### src/rtl/mem_stage_lsu.sv
// mem_stage_lsu: memory-stage load/store unit for the OTTER RV32I core.
// Runs one access at a time over a req/ack data-memory bus. It returns
// lane-extracted, sign/zero-extended load data and stalls the pipeline
// while an access is outstanding.
// Optional feature macro: LSU_MISALIGN_TRAP_EN
//   defined   : misaligned accesses complete with out_err=1 and no bus cycle
//   undefined : misaligned low address bits are masked to size alignment
module mem_stage_lsu (
    input  logic        clk,
    input  logic        rst,
    input  logic        in_valid,
    output logic        in_ready,
    input  logic [31:0] in_addr,
    input  logic [31:0] in_wdata,
    input  logic        in_we,
    input  logic        in_re,
    input  logic [1:0]  in_size,
    input  logic        in_unsigned,
    output logic        out_valid,
    output logic [31:0] out_rdata,
    output logic        out_err,
    output logic        busy,
    output logic        bus_req,
    output logic        bus_we,
    output logic [31:0] bus_addr,
    output logic [3:0]  bus_be,
    output logic [31:0] bus_wdata,
    input  logic        bus_ack,
    input  logic [31:0] bus_rdata
);

    localparam logic [1:0] ST_IDLE = 2'd0;
    localparam logic [1:0] ST_REQ  = 2'd1;
    localparam logic [1:0] ST_RESP = 2'd2;

    logic [1:0]  state;
    logic [31:0] addr_q;
    logic [31:0] wdata_q;
    logic [31:0] rdata_q;
    logic        we_q;
    logic [1:0]  size_q;
    logic        uns_q;

    logic [1:0]  acc_size;
    logic        acc_mem;
    logic [31:0] acc_addr;
    logic        acc_go_req;
    logic        acc_err;

    logic [31:0] shifted;
    logic [31:0] load_data;
    logic [3:0]  be_mask;

`ifdef LSU_MISALIGN_TRAP_EN
    logic        err_q;
    logic        acc_mis;
`endif

    // Decode the access presented in IDLE: normalised size and routing.
    always_comb begin
        acc_size = (in_size == 2'b11) ? 2'b10 : in_size;
        acc_mem  = in_we | in_re;
`ifdef LSU_MISALIGN_TRAP_EN
        acc_mis    = ((acc_size == 2'b01) && in_addr[0]) ||
                     ((acc_size == 2'b10) && (in_addr[1:0] != 2'b00));
        acc_addr   = in_addr;
        acc_err    = acc_mem & acc_mis;
        acc_go_req = acc_mem & ~acc_mis;
`else
        acc_addr = in_addr;
        case (acc_size)
            2'b01:   acc_addr[0]   = 1'b0;
            2'b10:   acc_addr[1:0] = 2'b00;
            default: acc_addr      = in_addr;
        endcase
        acc_err    = 1'b0;
        acc_go_req = acc_mem;
`endif
    end

    // Extract and extend the addressed lane of the returned read word.
    always_comb begin
        shifted = bus_rdata >> {addr_q[1:0], 3'b000};
        case (size_q)
            2'b00:   load_data = uns_q ? {24'b0, shifted[7:0]}
                                       : {{24{shifted[7]}}, shifted[7:0]};
            2'b01:   load_data = uns_q ? {16'b0, shifted[15:0]}
                                       : {{16{shifted[15]}}, shifted[15:0]};
            default: load_data = bus_rdata;
        endcase
    end

    // Byte-enable mask and lane-replicated store data from latched access.
    always_comb begin
        case (size_q)
            2'b00: begin
                be_mask   = 4'b0001 << addr_q[1:0];
                bus_wdata = {4{wdata_q[7:0]}};
            end
            2'b01: begin
                be_mask   = 4'b0011 << addr_q[1:0];
                bus_wdata = {2{wdata_q[15:0]}};
            end
            default: begin
                be_mask   = 4'b1111;
                bus_wdata = wdata_q;
            end
        endcase
    end

    // Control FSM and access latches.
    always_ff @(posedge clk) begin
        if (rst) begin
            state   <= ST_IDLE;
            addr_q  <= '0;
            wdata_q <= '0;
            rdata_q <= '0;
            we_q    <= 1'b0;
            size_q  <= 2'b00;
            uns_q   <= 1'b0;
`ifdef LSU_MISALIGN_TRAP_EN
            err_q   <= 1'b0;
`endif
        end else begin
            case (state)
                ST_IDLE: begin
                    if (in_valid) begin
                        addr_q  <= acc_addr;
                        wdata_q <= in_wdata;
                        we_q    <= in_we;
                        size_q  <= acc_size;
                        uns_q   <= in_unsigned;
                        rdata_q <= '0;
`ifdef LSU_MISALIGN_TRAP_EN
                        err_q   <= acc_err;
`endif
                        state   <= acc_go_req ? ST_REQ : ST_RESP;
                    end
                end
                ST_REQ: begin
                    if (bus_ack) begin
                        rdata_q <= we_q ? '0 : load_data;
                        state   <= ST_RESP;
                    end
                end
                ST_RESP: state <= ST_IDLE;
                default: state <= ST_IDLE;
            endcase
        end
    end

    // Outputs decoded from registered state; rst masks a pending RESP pulse.
    always_comb begin
        in_ready  = (state == ST_IDLE);
        busy      = ~in_ready;
        bus_req   = (state == ST_REQ);
        bus_we    = bus_req & we_q;
        bus_be    = bus_req ? be_mask : 4'b0000;
        bus_addr  = {addr_q[31:2], 2'b00};
        out_valid = (state == ST_RESP) & ~rst;
        out_rdata = rdata_q;
`ifdef LSU_MISALIGN_TRAP_EN
        out_err   = err_q;
`else
        out_err   = acc_err & 1'b0;
`endif
    end

endmodule

### config.mk
export PLATFORM = sky130hd
export DESIGN_NAME = mem_stage_lsu
export DESIGN_NICKNAME = d
export VERILOG_FILES = /design/src/rtl/mem_stage_lsu.sv
export SDC_FILE = /design/constraint.sdc
export NUM_CORES = 1
export LEC_CHECK = 0
export BUFFER_PORTS_ARGS = -buffer_cell sky130_fd_sc_hd__buf_2
export CORE_UTILIZATION = 35
export DETAILED_ROUTE_END_ITERATION = 16
export PLACE_DENSITY = 0.64
export RECOVER_POWER = 25
export SLEW_MARGIN = 30
export SYNTH_ARGS = -nofsm -noshare
export SYNTH_HDL_FRONTEND = slang
export SYNTH_SLANG_ARGS = --single-unit
### constraint.sdc
create_clock -name clk -period 2.2 [get_ports clk]
set_input_delay 0.11 -clock clk [delete_from_list [all_inputs] [get_ports clk]]
set_output_delay 0.11 -clock clk [all_outputs]
set_load 0.1 [all_outputs]
==> run summary, run 1 <==
Status - complete, no violations
DP Worst Slack - 0.255 ns
Setup Buffers After CTS - 0
GR Util met1 - 0.253
Req. time, crit path - 2.09 ns
RSZ-0062 raised after global routing - false
Util after Layout - 0.508
Crit-path cells - buf_4, mux2_2, buf_2
Vias post-DR - 4751
Remaining routing DRC violations - 0
GRT Total Usage - 0.203
Detailed placement HPWL - 10100 um
Die W - 120 um
Final Hold Fails - 0
Synth area leader - dfxtp_1
DRT Pass-1 Iters - 6
Async set or reset register ratio after synthesis - 0
Tot Pwr - 5.35 mW
GRT overflow - 0
Longest Clk Path Bufs - 2
Headroom to the max-slew limit - 0.207
Core Rows - 42
Largest net degree at the start of global routing - 65
Fin crit share - 0.921
Final Skew - 0.0101 ns
WS Path Type - reg -> out
Worst setup SP type - flop
Setup violators final - 0
Yosys reg bits - 102
Grt met2 use - 0.330
Critical Path Max Stage Delay - 0.51 ns
CP max FO - 25
Area growth, synth to finish - 40.3%
Seq/Total Area, Yosys - 0.421
Root Driver - clkbuf_16
Max IR drop VDD - 389 uV
Ports - 211
Nets - 901
M3 GR Usage - 0.0580
Pins over their slew limit - 0
Gr busiest metal - met2
Worst-margin pin slew - 1.19 ns
Via/cell ratio - 4.86
Total Negative Setup Slacks - 0 ns
IO buf count - 207
Post-synthesis cell area - 4850 um2
Final min period - 2.03 ns
Initial antenna violation count - 1
Distinct cells, synth - 46
PwrDens - 786 nW/um2
Total wire length - 14400 um
Gpl congestion - 0.826
Worst Path Arrival - 1.92 ns
DR WL/cell - 14.8 um
Number of max-cap violations - 0
Starting Density - 0.362
Clk slew on worst S/H paths - 0.07 ns
Die footprint - 14300 um2
Fmax - 493 MHz
Vias in the first global route - 4506
Yosys top cell area share - 0.421
CTS tree - done
Initial DRC Count - 163
H-tree depth - 3
LEAKAGE - 2.84 nW
Total CTS buffers - 9
Die Span Y - 120 um
Number of routed nets with antenna violations - 0
Global-route wire length before repair - 22900 um
Critical Path End Type - output pin
CTS Sinks - 102
Hold Slack - 0.0120 ns
Gate Count Post-Synth - 588
Avg Cell Area, Syn - 8.26 um2
Worst path slowest cell - dfxtp_2
Core area - 13400 um2
Top post-synthesis cells by area - dfxtp_1 (42%), nand2_1 (12%), a21oi_1 (8.4%)
Post-synth EDFFs - 0
Setup ws final - 0.173 ns
Ys Warns - 0
Share of layout cells above drive strength 1 - 0.283
Synth Flop Type - dfxtp_1
Worst skew pair latency - 0.35 ns
Hold Path Class - in -> reg
-- state kept, by name, summed over array words and instances, names as in the netlist --
register   flops
addr_q        32
out_rdata     32
wdata_q       32
size_q         2
state          2
uns_q          1
we_q           1
-- cell usage in the layout, fill, tap and decap left out, types with 3 or more instances in the layout --
master / n
nand2_1: 157
buf_2: 144
dfxtp_1: 100
a21oi_1: 80
dlygate4sd3_1: 62
clkbuf_1: 51
mux2_2: 20
a221o_1: 19
buf_12: 14
mux2i_1: 13
nor2_1: 12
buf_4: 11
nor2b_1: 9
clkbuf_16: 9
o21ai_0: 8
o2bb2ai_1: 7
inv_1: 5
nand2b_1: 5
o21ai_2: 5
nor3_1: 5
a311oi_1: 5
a22o_1: 5
nor2_2: 4
o21ai_1: 4
a222oi_1: 4
clkinv_2: 4
a32oi_1: 3
o21a_1: 3
conb_1: 3
-- stage by stage --
step / area, um2 / cells
2_1_floorplan: 4900 / 590
3_3_place_gp: 5940 / 899
3_5_place_dp: 5940 / 899
4_1_cts: 6870 / 977
5_1_grt: 6810 / 977
6_report: 6810 / 978
-- metal layers --
metal | routed length (um) | up-vias | share of wire
met5 | 13 | - | 0.00090
met4 | 292 | 2 | 0.020
met3 | 1150 | 25 | 0.079
met2 | 6650 | 172 | 0.46
met1 | 6340 | 2161 | 0.44
li1 | - | 2391 | -
-- cell families after synthesis --
group           Yosys count  synth area share
compound gates          147             0.198
other cells               1          0.000772
flops                   102             0.421
mux                      35            0.0802
simple gates            210             0.186
buf+inv                  93             0.114
-- path summary, 6_finish.rpt --
kind / startpoint / endpoint / slack [ns] / depth (start not counted)
max reg2reg: state[0] / out_rdata[27] / 0.24 / 4
min reg2reg: addr_q[19] / addr_q[19] / 0.45 / 2
min: in_we / we_q / 0.01 / 3
max: size_q[1] / bus_wdata[17] / 0.17 / 3
-- cells in the mapped netlist (all sizes together), types with 3 or more instances --
master and count:
dfxtp 102, a222oi 4, buf 61, mux2i 13, and2 4, a22o 5, nor3 5, nor2b 9
a221o 19, o21a 3, inv 6, nand3 3, nand2 158, nor2 17, nand2b 5, a21oi 81
a311oi 6, o21ai 17, clkbuf 26, mux2 21, o2bb2ai 7, a32oi 3, nand3b 3
-- what timing repair did --
item | in CTS | in global routing
endpoints found under the hold margin | 62 | 0
hold buffers | 62 | 0
resized for setup | 0 | 1
endpoints found under the setup margin | 0 | 1
-- where the power goes --
group	total, mW	internal (mW)	switching, mW
combinational	1.63	0.423	1.21
clock	1.70	0.991	0.705
sequential	2.02	1.95	0.0751
-- worst max-delay path: cells and delay by family (launching register included) --
kind,cells,cell delay (ns)
buffers and inverters,2,0.67
flip-flops,1,0.51
multiplexers,1,0.38
-- layout make-up --
| type | instances | area, um2 |
|---|---|---|
| diodes | 1 | 2.50 |
| flip-flops and latches | 102 | 2040 |
| well taps | 176 | 220 |
| multi-input cells | 395 | 2310 |
| inverters | 6 | 22.5 |
| clock buffers | 9 | 225 |
| fillers | 1314 | 6590 |
| clock inverters | 7 | 88.8 |
| repair buffers | 282 | 1900 |
Note: power is estimated with default switching activity, not from simulation.
==> run 2: changes to the inputs <==
--- a/config.mk
+++ b/config.mk
@@ -8,6 +8,7 @@
 export BUFFER_PORTS_ARGS = -buffer_cell sky130_fd_sc_hd__buf_2
 export CORE_UTILIZATION = 35
 export DETAILED_ROUTE_END_ITERATION = 16
+export GPL_TIMING_DRIVEN = 0
 export PLACE_DENSITY = 0.64
 export RECOVER_POWER = 25
 export SLEW_MARGIN = 30
==> run 2 against run 1 <==
  * Global-route usage rose by 2.0 points
  * Sequential cell count unchanged
  * Fmax shrank 4.7%
  * Critical endpoint unchanged
  * Non-clock buffer count grew 75
  * Count of clock-buffer cells in the layout up 3
  * Final cell count is 7.6% higher
==> run summary, run 2 (synthesis results as in run 1) <==
Ports - 211
Hold Slack - 0.0125 ns
Final min period - 2.13 ns
Critical Path End Type - output pin
GRT overflow - 0
Largest net degree at the start of global routing - 17
Detailed placement HPWL - 11600 um
Most frequent cells in the layout - nand2_1 (158), buf_2 (156), dfxtp_1 (101), a21oi_1 (80), clkbuf_1 (73)
M3 GR Usage - 0.0765
Grt met2 use - 0.395
Final Skew - 0.00736 ns
CTS Sinks - 102
P_sw - 2.04 mW
Gpl congestion - 0.796
Clock power frac - 0.326
Setup Buffers After CTS - 0
Share of layout cells above drive strength 1 - 0.314
Initial antenna violation count - 0
Starting Density - 0.362
Switching share of power - 0.371
CP max FO - 10
Most common cell after layout, fill and taps aside - nand2_1
CTS tree - done
Setup violators final - 0
Worst skew pair latency - 0.36 ns
GR Util met1 - 0.253
Gr busiest metal - met2
Vias in the first global route - 4922
Fin crit share - 0.966
Global-route wire length before repair - 24800 um
Die footprint - 14300 um2
Antenna cell count - 0
DRT Pass-1 Iters - 5
Total CTS buffers - 9
Req. time, crit path - 2.09 ns
Sequential share of power - 0.366
Pins over their slew limit - 0
Clk slew on worst S/H paths - 0.07 ns
Combinational Power Share - 0.307
Total wire length - 16000 um
H-tree depth - 3
Number of max-cap violations - 0
Core area - 13400 um2
WS Path Type - reg -> out
Longest Clk Path Bufs - 2
RSZ-0062 raised after global routing - false
Status - complete, no violations
Remaining routing DRC violations - 0
LEAKAGE - 3.10 nW
Number of routed nets with antenna violations - 0
DR WL/cell - 15.2 um
Final Hold Fails - 0
Area growth, synth to finish - 46.7%
Core Rows - 42
Fmax - 470 MHz
IO buf count - 206
Vias post-DR - 5088
Root Driver - clkbuf_16
Initial DRC Count - 192
GRT Total Usage - 0.223
Headroom to the max-slew limit - 0.206
Worst Path Arrival - 2.02 ns
Worst-margin pin slew - 1.20 ns
P_int - 3.46 mW
Nets - 976
FILL cells - 1342
PwrDens - 772 nW/um2
Via/cell ratio - 4.84
Die W - 120 um
Util after Layout - 0.532
Worst setup SP type - flop
Die Span Y - 120 um
Hold Path Class - in -> reg
Max IR drop VDD - 529 uV
## run 2: cell count changes in the layout (fill, tap and decap cells not counted), sizes merged
cell	delta
diode	-1
inv	+1
clkinv	-4
buf	+46
dlygate4sd3	+3
clkbuf	+29
## run 2: area by class of cell
cell class,instances,area [um2],share of cell area
Buffer,86,543,0.0762
Clock inverter,4,77.6,0.0109
Inverter,6,22.5,0.00316
Tap cell,176,220,0.0309
Timing Repair Buffer,271,1640,0.231
Clock buffer,12,256,0.0360
Sequential cell,102,2040,0.287
Multi-Input combinational cell,395,2320,0.325
## run 2: path summary, 6_finish.rpt
kind                                   from             to  slack (ns)  cells past startpoint
worst max-delay path              size_q[1]  bus_wdata[17]        0.07                      4
worst min-delay path            in_wdata[2]     wdata_q[2]        0.01                      3
worst max register to register     state[0]    wdata_q[18]        0.37                      6
worst min register to register  wdata_q[21]    wdata_q[21]        0.45                      2
## run 2: worst max-delay path, stage by stage (launching register included)
cell and delay, ns:
dfxtp_2 0.47, clkbuf_4 0.30, buf_4 0.23, mux2_2 0.36, buf_2 0.29
## run 2: stage by stage
stage               std cells  instance area, um2  total power, mW  setup slack, ns  setup TNS [ns]
floorplan                 590                4900             3.31           -0.270          -0.872
global placement          972                6160             3.65           -0.452           -3.59
detailed placement        972                6160             3.65           -0.454           -3.51
CTS                      1052                7170             5.54          -0.0320         -0.0320
global route             1052                7120             5.70          0.00476               0
finish                   1052                7120             5.50           0.0742               0
## run 2: metal layers
metal / vias up / share of wire
li1: 2547 / -
met1: 2318 / 0.42
met2: 202 / 0.48
met3: 21 / 0.083
met4: 0 / 0.016
met5: - / 0
## run 2: repair_timing
item	CTS	global route
hold buffers	65	0
endpoints found under the hold margin	65	0
setup endpoints to repair	29	16
gates resized for setup	16	8
## run 2: power by group through the flow
stage / Sequential [mW] / Combinational [mW] / Clock [mW]
detailed placement: 2.05 / 1.60 / 0
global placement: 2.05 / 1.60 / 0
finish: 2.02 / 1.69 / 1.79
floorplan: 2.14 / 1.17 / 0
global route: 2.03 / 1.78 / 1.89
CTS: 2.01 / 1.70 / 1.83
==> run 3: changes to the inputs <==
--- a/config.mk
+++ b/config.mk
@@ -9,7 +9,7 @@
 export CORE_UTILIZATION = 35
 export DETAILED_ROUTE_END_ITERATION = 16
 export GPL_TIMING_DRIVEN = 0
-export PLACE_DENSITY = 0.64
+export PLACE_DENSITY_LB_ADDON = 0.08
 export RECOVER_POWER = 25
 export SLEW_MARGIN = 30
 export SYNTH_ARGS = -nofsm -noshare
==> run 3 against run 2 <==
  * Sequential power about the same
  * Combinational power barely moved
  * Cell area fell by 1.2%
  * Total power down 1.1%
  * Clock skew fell by 0.00051 ns
  * Routed wire length decreased by 1.0%
  * Utilization shrank 0.63 points
  * Clock power decreased by 2%
  * Fmax rose by 1.4%
  * Sequential share of layout area increased by 0.34 points
  * Worst hold slack worse by 0.0035 ns
  * Global-route usage increased by 0.20 points
  * Critical path type unchanged
  * Largest cell class unchanged
  * Largest power group unchanged
==> run summary, run 3 (synthesis results as in run 1) <==
LEAKAGE - 3.07 nW
CTS tree - done
Antenna cell count - 0
DRT Pass-1 Iters - 5
Reg2Reg Launch Point - state[0]
Reg2Reg Depth - 6
Sequential share of power - 0.370
R2R setup slack - 0.28 ns
Final min period - 2.10 ns
Hold wc startpoint - bus_rdata[12]
Cell family with most CP delay - buffers and inverters
Gpl congestion - 0.841
Detailed placement HPWL - 11600 um
Initial antenna violation count - 0
DR WL/cell - 15.1 um
Total Negative Setup Slacks - 0 ns
Worst Hold End - out_rdata[12]
Area growth, synth to finish - 45.0%
Vias in the first global route - 4949
Critical Path Max Stage Delay - 0.47 ns
Placed Cells - 972
Crit path buf inv count - 3
Die Span Y - 120 um
Number of max-cap violations - 0
IO buf count - 206
Final Hold Fails - 0
Max IR drop VDD - 503 uV
Headroom to the max-slew limit - 0.194
Clock power frac - 0.321
Sequential cell area - 2040 um2
Combinational Power Share - 0.309
CTS Sinks - 102
Nets - 969
WHS Path Cells - 2
Final Skew - 0.00685 ns
GRT Total Usage - 0.225
Req. time, crit path - 2.09 ns
Largest net degree at the start of global routing - 16
Fmax - 477 MHz
P_sw - 2.00 mW
Core Rows - 42
Gr busiest metal - met2
Worst path slowest cell - dfxtp_2
Total wire length - 15800 um
Share of layout cells above drive strength 1 - 0.316
Switching share of power - 0.368
Starting Density - 0.362
Clk slew on worst S/H paths - 0.06 ns
Crit-path cells - clkbuf_4, buf_4, mux2_2, buf_2
Fin crit share - 0.953
GRT overflow - 0
Grt met2 use - 0.384
Worst setup SP type - flop
M3 GR Usage - 0.0632
Via/cell ratio - 4.86
Die footprint - 14300 um2
Remaining routing DRC violations - 0
WS Path Type - reg -> out
PwrDens - 773 nW/um2
Global-route wire length before repair - 25000 um
Most frequent cells in the layout - buf_2 (158), nand2_1 (158), dfxtp_1 (101), a21oi_1 (80), clkbuf_1 (72)
Core area - 13400 um2
RSZ-0062 raised after global routing - true
Longest Clk Path Bufs - 2
Util after Layout - 0.525
Root Driver - clkbuf_16
Die W - 120 um
Initial DRC Count - 323
Worst Path Arrival - 1.99 ns
Pins over their slew limit - 0
Total CTS buffers - 9
Status - complete, no violations
Ports - 211
Number of routed nets with antenna violations - 0
CP max FO - 10
FILL cells - 1372
Vias post-DR - 5072
Hold Slack - 0.00901 ns
Setup violators final - 0
P_int - 3.44 mW
H-tree depth - 3
GR Util met1 - 0.270
R2r endpoint - wdata_q[19]
Worst Setup SP - size_q[1]
Worst skew pair latency - 0.35 ns
Worst-margin pin slew - 1.21 ns
Hold Path Class - in -> reg
Multi-input gate area - 2310 um2
Non-filler instance count after layout - 1044
Critical Path End Type - output pin
run 3: cell count changes in the layout (fill, tap and decap cells not counted):
cell           before  now
inv_6               1    0
buf_2             156  158
nor2_2              4    3
clkbuf_1           73   72
dlygate4sd3_1      65   58
clkinv_4            1    0
clkinvlp_4          0    1
nor2_1             11   12
clkbuf_4            2    1
run 3: cell type report:
class                      instances  share of cell area
tap                              176              0.0313
clock buffer                      12              0.0364
multi-input combinational        395               0.329
timing repair buffer             264               0.224
clock inverter                     3             0.00960
sequential                       102               0.290
inverter                           6             0.00320
buffer                            86              0.0768
run 3: worst max path at each step:
stage / endpoint / slack, ns / depth (start not counted)
6_report: bus_wdata[18] / 0.10 / 4
5_1_grt: bus_be[0] / -0.05 / 6
4_1_cts: bus_wdata[31] / 0.002 / 5
3_5_place_dp: bus_be[2] / -0.44 / 6
3_3_place_gp: bus_be[2] / -0.45 / 6
2_1_floorplan: bus_wdata[24] / -0.27 / 4
run 3: routing by layer:
metal	wire (um)	vias to the layer above
met5	0	-
met4	325	0
met3	980	25
met2	7770	186
met1	6720	2339
li1	-	2522
run 3: through the flow:
stage / total power [mW] / setup slack [ns] / cell area [um2]
floorplan: 3.31 / -0.270 / 4900
global placement: 3.64 / -0.447 / 6160
detailed placement: 3.65 / -0.444 / 6160
CTS: 5.49 / 0.00222 / 7090
global route: 5.66 / -0.0538 / 7040
finish: 5.44 / 0.103 / 7040
run 3: power groups by stage:
stage	Clock, mW	Combinational [mW]	Sequential, mW
after detailed placement	0	1.60	2.05
final	1.75	1.68	2.01
after CTS	1.79	1.69	2.01
after global placement	0	1.59	2.05
after floorplan	0	1.17	2.14
after global routing	1.86	1.77	2.03
run 3: what timing repair did:
item	CTS	global route
buffers inserted	0	0
endpoints found under the hold margin	58	0
resized for setup	16	6
pin swaps	0	0
setup endpoints to repair	29	19
hold buffers	58	0
